<file path="src/rtl/pcie_reg_initiator.sv">
// pcie_reg_initiator
// Turns single register commands (read or write) into ioport2 request
// messages, collects the matching response, and hands back one completion
// per command. Only one transaction is outstanding at a time. A watchdog
// aborts a transaction that does not finish within TIMEOUT_CYCLES bus cycles.
// Responses that arrive when no read is waiting are counted and dropped.
//
// ioport2 message layout (64 bits):
//   [63]    wr_request
//   [62]    rd_request
//   [61:52] reserved, zero
//   [51:32] register address
//   [31:0]  data (write payload on requests, read value on responses)
//
// Every output is driven straight from a flop. Output flops are loaded with
// the value implied by the next state, so each output matches the current
// state in the same cycle.

module pcie_reg_initiator #(
    parameter logic [31:0] TIMEOUT_CYCLES = 32'd1024
) (
    input  logic        clk,
    input  logic        reset,
    input  logic        cmd_tvalid,
    output logic        cmd_tready,
    input  logic        cmd_wr,
    input  logic [19:0] cmd_addr,
    input  logic [31:0] cmd_data,
    output logic [63:0] regi_tdata,
    output logic        regi_tvalid,
    input  logic        regi_tready,
    input  logic [63:0] rego_tdata,
    input  logic        rego_tvalid,
    output logic        rego_tready,
    output logic        resp_tvalid,
    input  logic        resp_tready,
    output logic [31:0] resp_data,
    output logic        resp_timeout,
    output logic        busy,
    output logic [7:0]  stray_count
);

    typedef enum logic [1:0] {
        ST_IDLE = 2'd0,
        ST_REQ  = 2'd1,
        ST_DONE = 2'd2
    } state_t;

    localparam logic [31:0] TIMER_LAST = TIMEOUT_CYCLES - 32'd1;
    localparam logic [31:0] ABORT_DATA = 32'hFFFF_FFFF;

    // Build an ioport2 request message.
    function automatic logic [63:0] ioport2_msg_encode(
        input logic        wr_request,
        input logic        rd_request,
        input logic [19:0] address,
        input logic [31:0] data
    );
        logic [63:0] msg;
        msg          = 64'd0;
        msg[63]      = wr_request;
        msg[62]      = rd_request;
        msg[51:32]   = address;
        msg[31:0]    = data;
        return msg;
    endfunction

    // Extract the 32-bit payload from an ioport2 response message.
    function automatic logic [31:0] ioport2_msg_decode(
        input logic [63:0] msg
    );
        return msg[31:0];
    endfunction

    // State and latched command
    state_t      state_r;
    logic        wr_r;
    logic        req_done_r;
    logic        resp_done_r;
    logic [31:0] timer_r;

    // Next-state values
    state_t      state_nx_s;
    logic        wr_nx_s;
    logic        req_done_nx_s;
    logic        resp_done_nx_s;
    logic        complete_s;
    logic        timeout_s;

    // Next values of the registered control outputs
    logic        cmd_tready_nx_s;
    logic        regi_tvalid_nx_s;
    logic        rego_tready_nx_s;
    logic        resp_tvalid_nx_s;
    logic        busy_nx_s;

    // Handshakes seen this cycle
    logic        cmd_fire_s;
    logic        req_fire_s;
    logic        rego_fire_s;
    logic        resp_fire_s;
    logic        stray_hit_s;

    assign cmd_fire_s  = cmd_tvalid  & cmd_tready;
    assign req_fire_s  = regi_tvalid & regi_tready;
    assign rego_fire_s = rego_tvalid & rego_tready;
    assign resp_fire_s = resp_tvalid & resp_tready;

    // A response is stray unless a read is in REQ still waiting for its data.
    assign stray_hit_s = rego_fire_s & ((state_r != ST_REQ) | wr_r | resp_done_r);

    // State register.
    always_ff @(posedge clk or posedge reset) begin
        if (reset) begin
            state_r <= ST_IDLE;
        end else begin
            state_r <= state_nx_s;
        end
    end

    // Next-state logic, including the progress flags that decide completion.
    always_comb begin
        state_nx_s     = state_r;
        wr_nx_s        = wr_r;
        req_done_nx_s  = req_done_r;
        resp_done_nx_s = resp_done_r;
        complete_s     = 1'b0;
        timeout_s      = 1'b0;
        case (state_r)
            ST_IDLE: begin
                if (cmd_fire_s) begin
                    state_nx_s     = ST_REQ;
                    wr_nx_s        = cmd_wr;
                    req_done_nx_s  = 1'b0;
                    resp_done_nx_s = 1'b0;
                end else begin
                    state_nx_s     = ST_IDLE;
                end
            end
            ST_REQ: begin
                // Request and response handshakes may land in the same cycle.
                req_done_nx_s  = req_done_r | req_fire_s;
                resp_done_nx_s = resp_done_r | (rego_fire_s & ~wr_r);
                complete_s     = req_done_nx_s & (wr_r | resp_done_nx_s);
                if (complete_s) begin
                    state_nx_s = ST_DONE;
                end else if (timer_r == TIMER_LAST) begin
                    state_nx_s = ST_DONE;
                    timeout_s  = 1'b1;
                end else begin
                    state_nx_s = ST_REQ;
                end
            end
            ST_DONE: begin
                if (resp_fire_s) begin
                    state_nx_s = ST_IDLE;
                end else begin
                    state_nx_s = ST_DONE;
                end
            end
            default: begin
                state_nx_s = ST_IDLE;
            end
        endcase
    end

    // Output decode from the next state, ready to be registered.
    always_comb begin
        cmd_tready_nx_s  = 1'b0;
        regi_tvalid_nx_s = 1'b0;
        rego_tready_nx_s = 1'b1;
        resp_tvalid_nx_s = 1'b0;
        busy_nx_s        = 1'b1;
        case (state_nx_s)
            ST_IDLE: begin
                cmd_tready_nx_s  = 1'b1;
                busy_nx_s        = 1'b0;
            end
            ST_REQ: begin
                regi_tvalid_nx_s = ~req_done_nx_s;
                // A read stops accepting once its data is in; writes never do.
                rego_tready_nx_s = wr_nx_s | ~resp_done_nx_s;
            end
            ST_DONE: begin
                resp_tvalid_nx_s = 1'b1;
            end
            default: begin
                busy_nx_s        = 1'b0;
            end
        endcase
    end

    // Registered handshake and status outputs.
    always_ff @(posedge clk or posedge reset) begin
        if (reset) begin
            cmd_tready  <= 1'b1;
            regi_tvalid <= 1'b0;
            rego_tready <= 1'b1;
            resp_tvalid <= 1'b0;
            busy        <= 1'b0;
        end else begin
            cmd_tready  <= cmd_tready_nx_s;
            regi_tvalid <= regi_tvalid_nx_s;
            rego_tready <= rego_tready_nx_s;
            resp_tvalid <= resp_tvalid_nx_s;
            busy        <= busy_nx_s;
        end
    end

    // Command latch, progress flags, watchdog timer and completion payload.
    always_ff @(posedge clk or posedge reset) begin
        if (reset) begin
            wr_r         <= 1'b0;
            req_done_r   <= 1'b0;
            resp_done_r  <= 1'b0;
            timer_r      <= 32'd0;
            regi_tdata   <= 64'd0;
            resp_data    <= 32'd0;
            resp_timeout <= 1'b0;
        end else begin
            wr_r        <= wr_nx_s;
            req_done_r  <= req_done_nx_s;
            resp_done_r <= resp_done_nx_s;
            if (state_r == ST_IDLE) begin
                if (cmd_fire_s) begin
                    // Read requests carry a zero data field.
                    regi_tdata   <= ioport2_msg_encode(cmd_wr, ~cmd_wr, cmd_addr,
                                                       cmd_wr ? cmd_data : 32'd0);
                    timer_r      <= 32'd0;
                    resp_data    <= 32'd0;
                    resp_timeout <= 1'b0;
                end else begin
                    timer_r      <= timer_r;
                end
            end else if (state_r == ST_REQ) begin
                timer_r <= timer_r + 32'd1;
                if (timeout_s) begin
                    resp_data    <= ABORT_DATA;
                    resp_timeout <= 1'b1;
                end else if (rego_fire_s && !wr_r && !resp_done_r) begin
                    resp_data    <= ioport2_msg_decode(rego_tdata);
                end else begin
                    resp_data    <= resp_data;
                end
            end else begin
                timer_r <= timer_r;
            end
        end
    end

    // Saturating count of responses nobody was waiting for.
    always_ff @(posedge clk or posedge reset) begin
        if (reset) begin
            stray_count <= 8'd0;
        end else begin
            if (stray_hit_s && (stray_count != 8'hFF)) begin
                stray_count <= stray_count + 8'd1;
            end else begin
                stray_count <= stray_count;
            end
        end
    end

endmodule

</file>
<file path="config.mk">
export PLATFORM = sky130hd
export DESIGN_NAME = pcie_reg_initiator
export DESIGN_NICKNAME = d
export VERILOG_FILES = /design/src/rtl/pcie_reg_initiator.sv
export SDC_FILE = /design/constraint.sdc
export NUM_CORES = 1
export LEC_CHECK = 0
export ABC_AREA = 1
export CELL_PAD_IN_SITES_DETAIL_PLACEMENT = 0
export CELL_PAD_IN_SITES_GLOBAL_PLACEMENT = 1
export CORE_MARGIN = 4
export CORE_UTILIZATION = 33
export CTS_BUF_LIST = sky130_fd_sc_hd__clkbuf_8
export DETAILED_ROUTE_END_ITERATION = 10
export PLACE_DENSITY_LB_ADDON = 0.1
export SYNTH_ARGS = -nofsm -noshare
export SYNTH_HDL_FRONTEND = slang
export SYNTH_SLANG_ARGS = --single-unit
</file>
<file path="constraint.sdc">
create_clock -name clk -period 5.15 [get_ports clk]
set_clock_uncertainty 0.05 [all_clocks]
set_input_delay 0.7725 -clock clk [delete_from_list [all_inputs] [get_ports clk]]
set_output_delay 0.7725 -clock clk [all_outputs]
set_load 0.02 [all_outputs]
</file>
==> metrics.md, run 1 <==
| Metric | Value |
|---|---|
| Status | finished clean |
| Final setup violation count | 0 |
| Largest net degree at the start of global routing | approximately 110 |
| Pre-CTS setup slack | roughly 1.7 ns |
| Worst stage delay on the critical path | ~0.84 ns |
| Worst Setup Path Type | flop to flop |
| CTS tree | yes |
| Synth area leader | dfrtp_1 |
| Area of the multi-input gates | roughly 0.0024 mm² |
| DRC violations left | 0 |
| Element type at the critical path start | flop |
| Resize count post-CTS | 0 |
| CTS clk-pin slew, worst paths | about 0.08 ns |
| FMAX | 338 MHz |
| Post-DR vias/cell | 4.53 |
| Post-synthesis sequential area ratio | 0.540 |
| First-pass GRT wire length | between 20 and 30 mm |
| Share of cells above drive strength 1 | 0.0762 |
| Worst-path maximum fanout | 35 |
| Max_slew headroom | 0.212 |
| MaxCap Viol Count | 0 |
| CTS Hold Bufs | 0 |
| Worst setup slack after layout | 2.20 ns |
| Area contributors post-synth | dfrtp_1, nand2_1, inv_1 |
| Vias after detailed routing | roughly 5.5k |
| EDFF count, synth | 0 |
| Crit path time final | approximately 3 ns |
| Most frequent cells in the layout | nand2_1, clkdlybuf4s50_1, dfrtp_1 |
| Chip height | approximately 150 µm |
| Worst hold path type | flop to flop |
| Flops & latches, synth | ~140 |
| Most common cell type on the critical path | nand2_1 |
| Area share of the largest cell type after synthesis | 0.532 |
| Ys async rst share | 1.00 |
| Post-DP Area | roughly 0.0084 mm² |
| Reg area | between 0.003 and 0.004 mm² |
| Final hold slack | 0.426 ns |
| Mapped Avg Cell Area | around 8.5 µm² |
| Peak supply drop | 0.280 mV |
| RSZ-0062 raised after global routing | false |
| WL final | between 15 and 20 mm |
| Diode count | 0 |
| Pwr Density | about 560 mW/mm² |
| Initial Util | 0.337 |
| Final Util | 0.473 |
| DR pass1 iterations | 4 |
| Number of global-route vias before repair | 5556 |
| Number of I/O pins | 233 |
| Area grow syn2layout | 40.2% |
| Clock buffer count from CTS | 17 |
| Total global routing overflow | 0 |
| Fill cells | 1838 |
| Crit path buffers/inverters | 1 |
| Buffer levels on the longest clock path | 2 |
| Pins Over Slew Limit | 0 |
| Initial antenna violation count | 0 |
| Top_reg_cell synth | dfrtp_1 |
| # clock sinks | approximately 140 |
| Post-DP HPWL | 11.6 mm |
| Gpl congestion | 0.761 |
| Clock Tree Root | clkbuf_8 |
| Final worst-path cycle share | 0.574 |
| DR WL/cell | approximately 14 µm |
| Delay-heaviest family, CP | simple AND/OR/NAND/NOR gates |
| Leak | roughly 0.0043 µW |
| Worst Path Required | 5.48 ns |
| Die X | 147 µm |
| Core area | between 0.015 and 0.02 mm² |
| Cell count after synthesis | 750 |
| Design area | between 0.008 and 0.009 mm² |
| Post-synthesis cell type count | 37 |
| Total GRT Usage | 0.162 |
| Nets | 1060 |
| Critical path's slowest cell | a21oi_4 |
| # rows | 50 |
| H-Tree Depth | 4 |
| Setup bufs post-CTS | 0 |
| Final hold violations | 0 |
| Cell Chain, Critical Path | nor2_4 -> inv_2 -> a21oi_2 -> nand3_4 -> a21oi_4 -> nand2_1 -> nand2_1 |
| Input/output buffers | 190 |
| Final ANT Viol Nets | 0 |
| Most common cell after layout, fill and taps aside | nand2_1 |
| Worst skew pair latency | ~0.44 ns |
| Syn. warnings | 0 |
| Post-synth design cell area | roughly 0.0063 mm² |
| Crit end category | flop |
| Die area | approximately 0.022 mm² |
| Setup_tns | 0 ns |
| Worst-Margin Slew | approximately 1.2 ns |
| CP Data Arrival Time | approximately 3.3 ns |
| DRT iter0 DRCs | between 200 and 300 |
worst paths after layout:
path	startpoint	to	slack, ns	cells past startpoint
max	state_r[1]$_DFF_PP0_	resp_data[5]$_DFFE_PP0P_	2.20	7
min	regi_tdata[33]$_DFFE_PP0P_	regi_tdata[33]$_DFFE_PP0P_	0.43	2
max reg2reg	state_r[1]$_DFF_PP0_	resp_data[5]$_DFFE_PP0P_	2.20	7
min reg2reg	regi_tdata[33]$_DFFE_PP0P_	regi_tdata[33]$_DFFE_PP0P_	0.43	2
max in group asynchronous	reset	resp_data[6]$_DFFE_PP0P_	3.11	3
min in group asynchronous	reset	regi_tdata[30]$_DFFE_PP0P_	0.89	2
sequential cells by signal, summed over array words and instances (netlist names):
| name | count |
|---|---|
| stray_count | 8 |
| busy | 1 |
| resp_tvalid | 1 |
| req_done_r | 1 |
| regi_tdata | 54 |
| cmd_tready | 1 |
| resp_done_r | 1 |
| regi_tvalid | 1 |
| rego_tready | 1 |
| state_r | 2 |
| wr_r | 1 |
| resp_data | 32 |
| resp_timeout | 1 |
| timer_r | 32 |
synthesized netlist by cell type, types with 5 or more instances:
cell and instances:
xor2_1 7, inv_2 15, nor2_4 5, nand3_1 38, nand2_1 245, buf_2 16, a21oi_1 40, ha_1 5
dfrtp_1 135, buf_4 10, a22o_1 32, o21ai_0 23, nand4_1 7, nor2_1 38, inv_1 80, nor3_1 13
clkbuf_1 11
report_power, final:
part / total [µW] / internal (µW) / leakage, µW / switching [µW]
Sequential: 1660 / 1440 / 0.00180 / 218
Clock: 1080 / 627 / 0.000230 / 451
Combinational: 2230 / 931 / 0.00226 / 1300
area by class of cell:
class	instances	area share
multi-input combinational	486	0.266
inverter	96	0.0411
clock inverter	15	0.0280
tap	260	0.0366
timing repair buffer	194	0.217
clock buffer	17	0.0263
sequential	137	0.385
worst register-to-register path: stages (launching register included):
cell	delay, ns
dfrtp_1	0.41
nor2_4	0.53
inv_2	0.23
a21oi_2	0.22
nand3_4	0.37
a21oi_4	0.85
nand2_1	0.13
nand2_1	0.11
layer usage:
layer,part of all wire,wire length [µm],vias up,track usage
met5,0,0,-,0
met4,0.012,204,0,0.0452
met3,0.087,1490,13,0.0676
met2,0.47,7980,186,0.258
met1,0.44,7470,2529,0.204
li1,-,-,2730,-
logic make-up after synthesis:
logic type	count (synthesis)	share of synthesized area
AOI/OAI and AO/OA	106	0.108
other	1	0.000591
DFF	137	0.540
and+or+nand+nor	358	0.239
adders and majority gates	5	0.00985
buffers and inverters	136	0.0930
xor gates and xnor gates	7	0.00966
through the flow:
| step | power, µW | cells |
|---|---|---|
| after floorplan | 2960 | 759 |
| after global placement | 3900 | 1173 |
| after detailed placement | 3940 | 1173 |
| after CTS | 5050 | 1205 |
| after global routing | 5320 | 1205 |
| final | 4970 | 1205 |
No activity file was read; power rests on OpenSTA's default activity.
==> run 2: changes to the inputs <==
clock period = 3 ns   (was 5.15 ns; I/O delays follow)
==> metrics.md, run 2 (synthesis results as in run 1) <==
| Metric | Value |
|---|---|
| WL final | between 15 and 20 mm |
| CTS tree | yes |
| DRC violations left | 0 |
| Nets | approximately 1.1k |
| MaxCap Viol Count | 0 |
| CP Data Arrival Time | around 2.7 ns |
| Total GRT Usage | 0.165 |
| Total global routing overflow | 0 |
| Final hold violations | 0 |
| Crit path time final | 2.39 ns |
| Pwr Density | 913 mW/mm² |
| Initial antenna violation count | 0 |
| DR WL/cell | ~14 µm |
| Die area | 0.0215 mm² |
| Most frequent cells in the layout | nand2_1, clkdlybuf4s50_1, dfrtp_1 |
| Resize count post-CTS | 0 |
| Initial Util | 0.337 |
| Worst hold path type | flop to flop |
| Clock Tree Root | clkbuf_8 |
| Input/output buffers | between 150 and 200 |
| Diode count | 0 |
| Chip height | around 150 µm |
| Worst setup slack after layout | 0.605 ns |
| Pre-CTS setup slack | 0.188 ns |
| Largest net degree at the start of global routing | ~140 |
| Gpl congestion | 0.788 |
| Most common cell after layout, fill and taps aside | nand2_1 |
| Switching Fraction | 0.414 |
| Element type at the critical path start | flop |
| Final worst-path cycle share | 0.798 |
| Reg area | approximately 0.0034 mm² |
| Largest register FFs | 54 |
| # rows | 50 |
| Status | finished clean |
| Fill cells | about 1.8k |
| Clock buffer count from CTS | 17 |
| Setup bufs post-CTS | 0 |
| Worst-path maximum fanout | 32 |
| Buffer levels on the longest clock path | 2 |
| Peak supply drop | slightly below 0.5 mV |
| Cell Chain, Critical Path | inv_1 -> nand2_1 -> nor2_2 -> nor2_1 -> inv_1 -> nand2_1 -> buf_4 -> nand2_1 -> nand2_1 |
| FMAX | approximately 420 MHz |
| First-pass GRT wire length | approximately 29 mm |
| Worst Setup Path Type | flop to flop |
| Number of I/O pins | around 230 |
| Area of the multi-input gates | 0.00236 mm² |
| DR pass1 iterations | 4 |
| Crit end category | flop |
| Reg power frac | 0.353 |
| # clock sinks | 137 |
| Worst Hold Depth | 2 |
| Worst reg2reg setup slack | slightly above 0.6 ns |
| Pins Over Slew Limit | 0 |
| Placed Cells incl. Taps | ~1.2k |
| Reg2reg path depth | 9 |
| Core area | about 0.019 mm² |
| DRT iter0 DRCs | 261 |
| Largest Register | regi_tdata |
| Share of cells above drive strength 1 | 0.0798 |
| Final setup violation count | 0 |
| Non-Filler Instances | roughly 1.2k |
| Post-DP HPWL | ~12 mm |
| Critical path's slowest cell | nor2_1 |
| Most common cell type on the critical path | nand2_1 |
| P_int | 4720 µW |
| Final ANT Viol Nets | 0 |
| Worst stage delay on the critical path | approximately 0.73 ns |
| Sw power | roughly 3300 µW |
| CTS Hold Bufs | 0 |
| Max_slew headroom | 0.234 |
| RSZ-0062 raised after global routing | false |
| Post-DR vias/cell | 4.53 |
| Combinational share of power | 0.485 |
| Die X | ~150 µm |
| Worst skew pair latency | between 0.4 and 0.5 ns |
| Area grow syn2layout | 38.8% |
| Vias after detailed routing | approximately 5.5k |
| Number of global-route vias before repair | a little under 6k |
| Biggest regs | regi_tdata (54), resp_data (32), timer_r (32) |
| Setup_tns | 0 ns |
| H-Tree Depth | 4 |
| Worst-Margin Slew | 1.14 ns |
| Proportion of power drawn by the clock network | 0.161 |
| Leak | around 0.0043 µW |
| Worst Path Required | roughly 3.3 ns |
| CTS clk-pin slew, worst paths | approximately 0.08 ns |
==> run 2: metal layers <==
metal / track usage / share of wire
met4: 0.0494 / 0.011
met2: 0.264 / 0.46
met3: 0.0626 / 0.075
met5: 0 / 0
met1: 0.208 / 0.45
==> run 2: final timing paths <==
| kind | from | to |
|---|---|---|
| worst max-delay path | state_r[1]$_DFF_PP0_ | resp_data[27]$_DFFE_PP0P_ |
| worst min-delay path | regi_tdata[33]$_DFFE_PP0P_ | regi_tdata[33]$_DFFE_PP0P_ |
| worst max register to register | state_r[1]$_DFF_PP0_ | resp_data[27]$_DFFE_PP0P_ |
| min in group asynchronous | reset | timer_r[18]$_DFFE_PP0P_ |
| max in group asynchronous | reset | timer_r[6]$_DFFE_PP0P_ |
| worst min register to register | regi_tdata[33]$_DFFE_PP0P_ | regi_tdata[33]$_DFFE_PP0P_ |
==> run 2: final cells by class <==
type,count,area share
tap,260,0.0369
clock inverter,12,0.00724
multi-input combinational,486,0.268
clock buffer,19,0.0297
timing repair buffer,202,0.227
sequential,137,0.389
inverter,96,0.0413
==> run 2: power groups by stage <==
stage	clock [µW]	combinational (µW)	sequential [µW]
floorplan	0	1570	3520
global placement	0	3930	2860
detailed placement	0	3960	2870
CTS	1370	3970	2850
global route	1460	4290	2930
finish	1300	3910	2840
==> run 2: stage by stage <==
stage,hold WS (ns),util,cell area (µm²),power (µW)
after floorplan,0.408,-,6390,5080
after global placement,0.403,0.451,8490,6780
after detailed placement,0.411,0.451,8490,6830
after CTS,0.427,0.468,8810,8190
after global routing,0.449,0.468,8810,8680
final,0.422,0.468,8810,8050
==> run 2: worst max-delay path, delay by kind of cell (launching register included) <==
family / cells / cell delay [ns]
and+or+nand+nor: 6 / 1.19
DFF: 1 / 0.39
buffers and inverters: 3 / 0.69
==> run 3: changes to the inputs <==
CORE_UTILIZATION = 30   (was 33)
clock period = 2.2 ns   (was 3 ns; I/O delays follow)
==> metrics.md, run 3 (synthesis results as in run 1) <==
| Metric | Value |
|---|---|
| Crit end category | output port |
| Core area | 0.0205 mm² |
| DRC violations left | 0 |
| Clock buffer count from CTS | 17 |
| DR pass1 iterations | 4 |
| Die X | ~150 µm |
| Crit path buffers/inverters | 1 |
| Largest register FFs | between 50 and 60 |
| Final worst-path cycle share | 0.899 |
| Biggest regs | regi_tdata (54), resp_data (32), timer_r (32) |
| CTS clk-pin slew, worst paths | ~0.08 ns |
| Largest Register | regi_tdata |
| WL final | ~17 mm |
| Worst setup slack after layout | between 0.2 and 0.25 ns |
| MaxCap Viol Count | 0 |
| Die area | 0.0236 mm² |
| Area grow syn2layout | 42.2% |
| Crit path time final | between 1.5 and 2 ns |
| Largest net degree at the start of global routing | 68 |
| Initial antenna violation count | 0 |
| Buffer levels on the longest clock path | 2 |
| CTS Hold Bufs | 0 |
| Number of global-route vias before repair | 5717 |
| Number of I/O pins | approximately 230 |
| Final ANT Viol Nets | 0 |
| Cell Chain, Critical Path | clkdlybuf4s50_1 |
| Worst-path maximum fanout | 2 |
| Peak supply drop | between 0.5 and 0.6 mV |
| Input/output buffers | 190 |
| Non-Filler Instances | 1232 |
| Vias after detailed routing | 5496 |
| Initial Util | 0.310 |
| Worst stage delay on the critical path | 0.62 ns |
| # clock sinks | between 100 and 150 |
| Pre-CTS setup slack | approximately 0.17 ns |
| Gpl congestion | between 0.7 and 0.8 |
| RSZ-0062 raised after global routing | false |
| Status | finished clean |
| # rows | 52 |
| Final setup violation count | 0 |
| Delay-heaviest family, CP | buffers and inverters |
| Total GRT Usage | 0.149 |
| CTS tree | yes |
| Critical path's slowest cell | clkdlybuf4s50_1 |
| Element type at the critical path start | flop |
| Setup_tns | 0 ns |
| Leak | 0.00436 µW |
| First-pass GRT wire length | ~29 mm |
| Post-DP HPWL | roughly 12 mm |
| Worst Path Required | about 1.8 ns |
| Pwr Density | around 1300 mW/mm² |
| FMAX | just over 500 MHz |
| Worst hold path type | primary input to async pin |
| Placed Cells incl. Taps | between 1k and 1.5k |
| Total global routing overflow | 0 |
| Most frequent cells in the layout | nand2_1, clkdlybuf4s50_1, dfrtp_1 |
| DR WL/cell | 14.2 µm |
| Chip height | around 150 µm |
| Pins Over Slew Limit | 0 |
| Post-DR vias/cell | between 4 and 5 |
| Most common cell after layout, fill and taps aside | nand2_1 |
| Share of cells above drive strength 1 | 0.0925 |
| Resize count post-CTS | 0 |
| Clock Tree Root | clkbuf_8 |
| H-Tree Depth | 4 |
| Nets | 1077 |
| Worst Setup Path Type | flop to output port |
| Diode count | 0 |
| DRT iter0 DRCs | 245 |
| Setup bufs post-CTS | 0 |
| Worst skew pair latency | about 0.44 ns |
| CP Data Arrival Time | ~1.6 ns |
| Final hold violations | 0 |
[run 3: cell types whose count changed in the layout (fill, tap and decap cells not counted), sizes merged]
cell      previous run  this run
buf                 12        21
bufinv               0         3
clkbuf              19        17
clkinvlp             3         4
inv                 98        97
[run 3: area by class of cell]
type	instances	area [µm²]
clock inverter	15	175
fill	2029	11500
multi-input combinational	486	2360
sequential	137	3430
clock buffer	17	234
inverter	96	364
timing repair buffer	211	2120
tap	270	338
[run 3: final timing paths]
path                                             from                         end  slack [ns]  depth (start not counted)
max                             rego_tready$_DFF_PP1_                 rego_tready        0.22                          1
min                                             reset     timer_r[12]$_DFFE_PP0P_        0.12                          2
max reg2reg                    timer_r[0]$_DFFE_PP0P_     timer_r[26]$_DFFE_PP0P_        0.28                         11
min reg2reg                regi_tdata[37]$_DFFE_PP0P_  regi_tdata[37]$_DFFE_PP0P_        0.43                          2
max in group asynchronous                       reset       rego_tready$_DFF_PP1_        1.32                          3
min in group clk                          cmd_addr[8]  regi_tdata[40]$_DFFE_PP0P_        0.36                          3
[run 3: through the flow]
step	total power (µW)	hold WS (ns)	cell area (µm²)	util
after floorplan	6930	0.397	6390	-
after global placement	9390	0.404	8620	0.421
after detailed placement	9470	0.408	8620	0.421
after CTS	11700	0.0932	9030	0.440
after global routing	12300	0.106	9030	0.440
final	11500	0.122	9030	0.440
[run 3: worst reg2reg max path, cell delays in order (launching register included)]
cell and delay (ns):
dfrtp_1 0.39, ha_1 0.19, nand2_2 0.10, nor2_4 0.16
nand2_4 0.09, nor2_2 0.13, nand2_1 0.13, nor2_4 0.21
inv_2 0.07, nor2_1 0.18, nand3_1 0.10, nand2_1 0.07
[run 3: routing by layer]
metal	track usage	wire, µm	vias up
li1	-	-	2751
met5	0	0	-
met2	0.244	8270	174
met4	0.0454	249	0
met1	0.183	7590	2557
met3	0.0554	1390	14
[run 3: power breakdown]
part	total (µW)	switching [µW]	leakage [µW]	internal, µW
registers	3890	510	0.00180	3380
clock network	2150	1030	0.000204	1120
logic	5460	3080	0.00236	2380
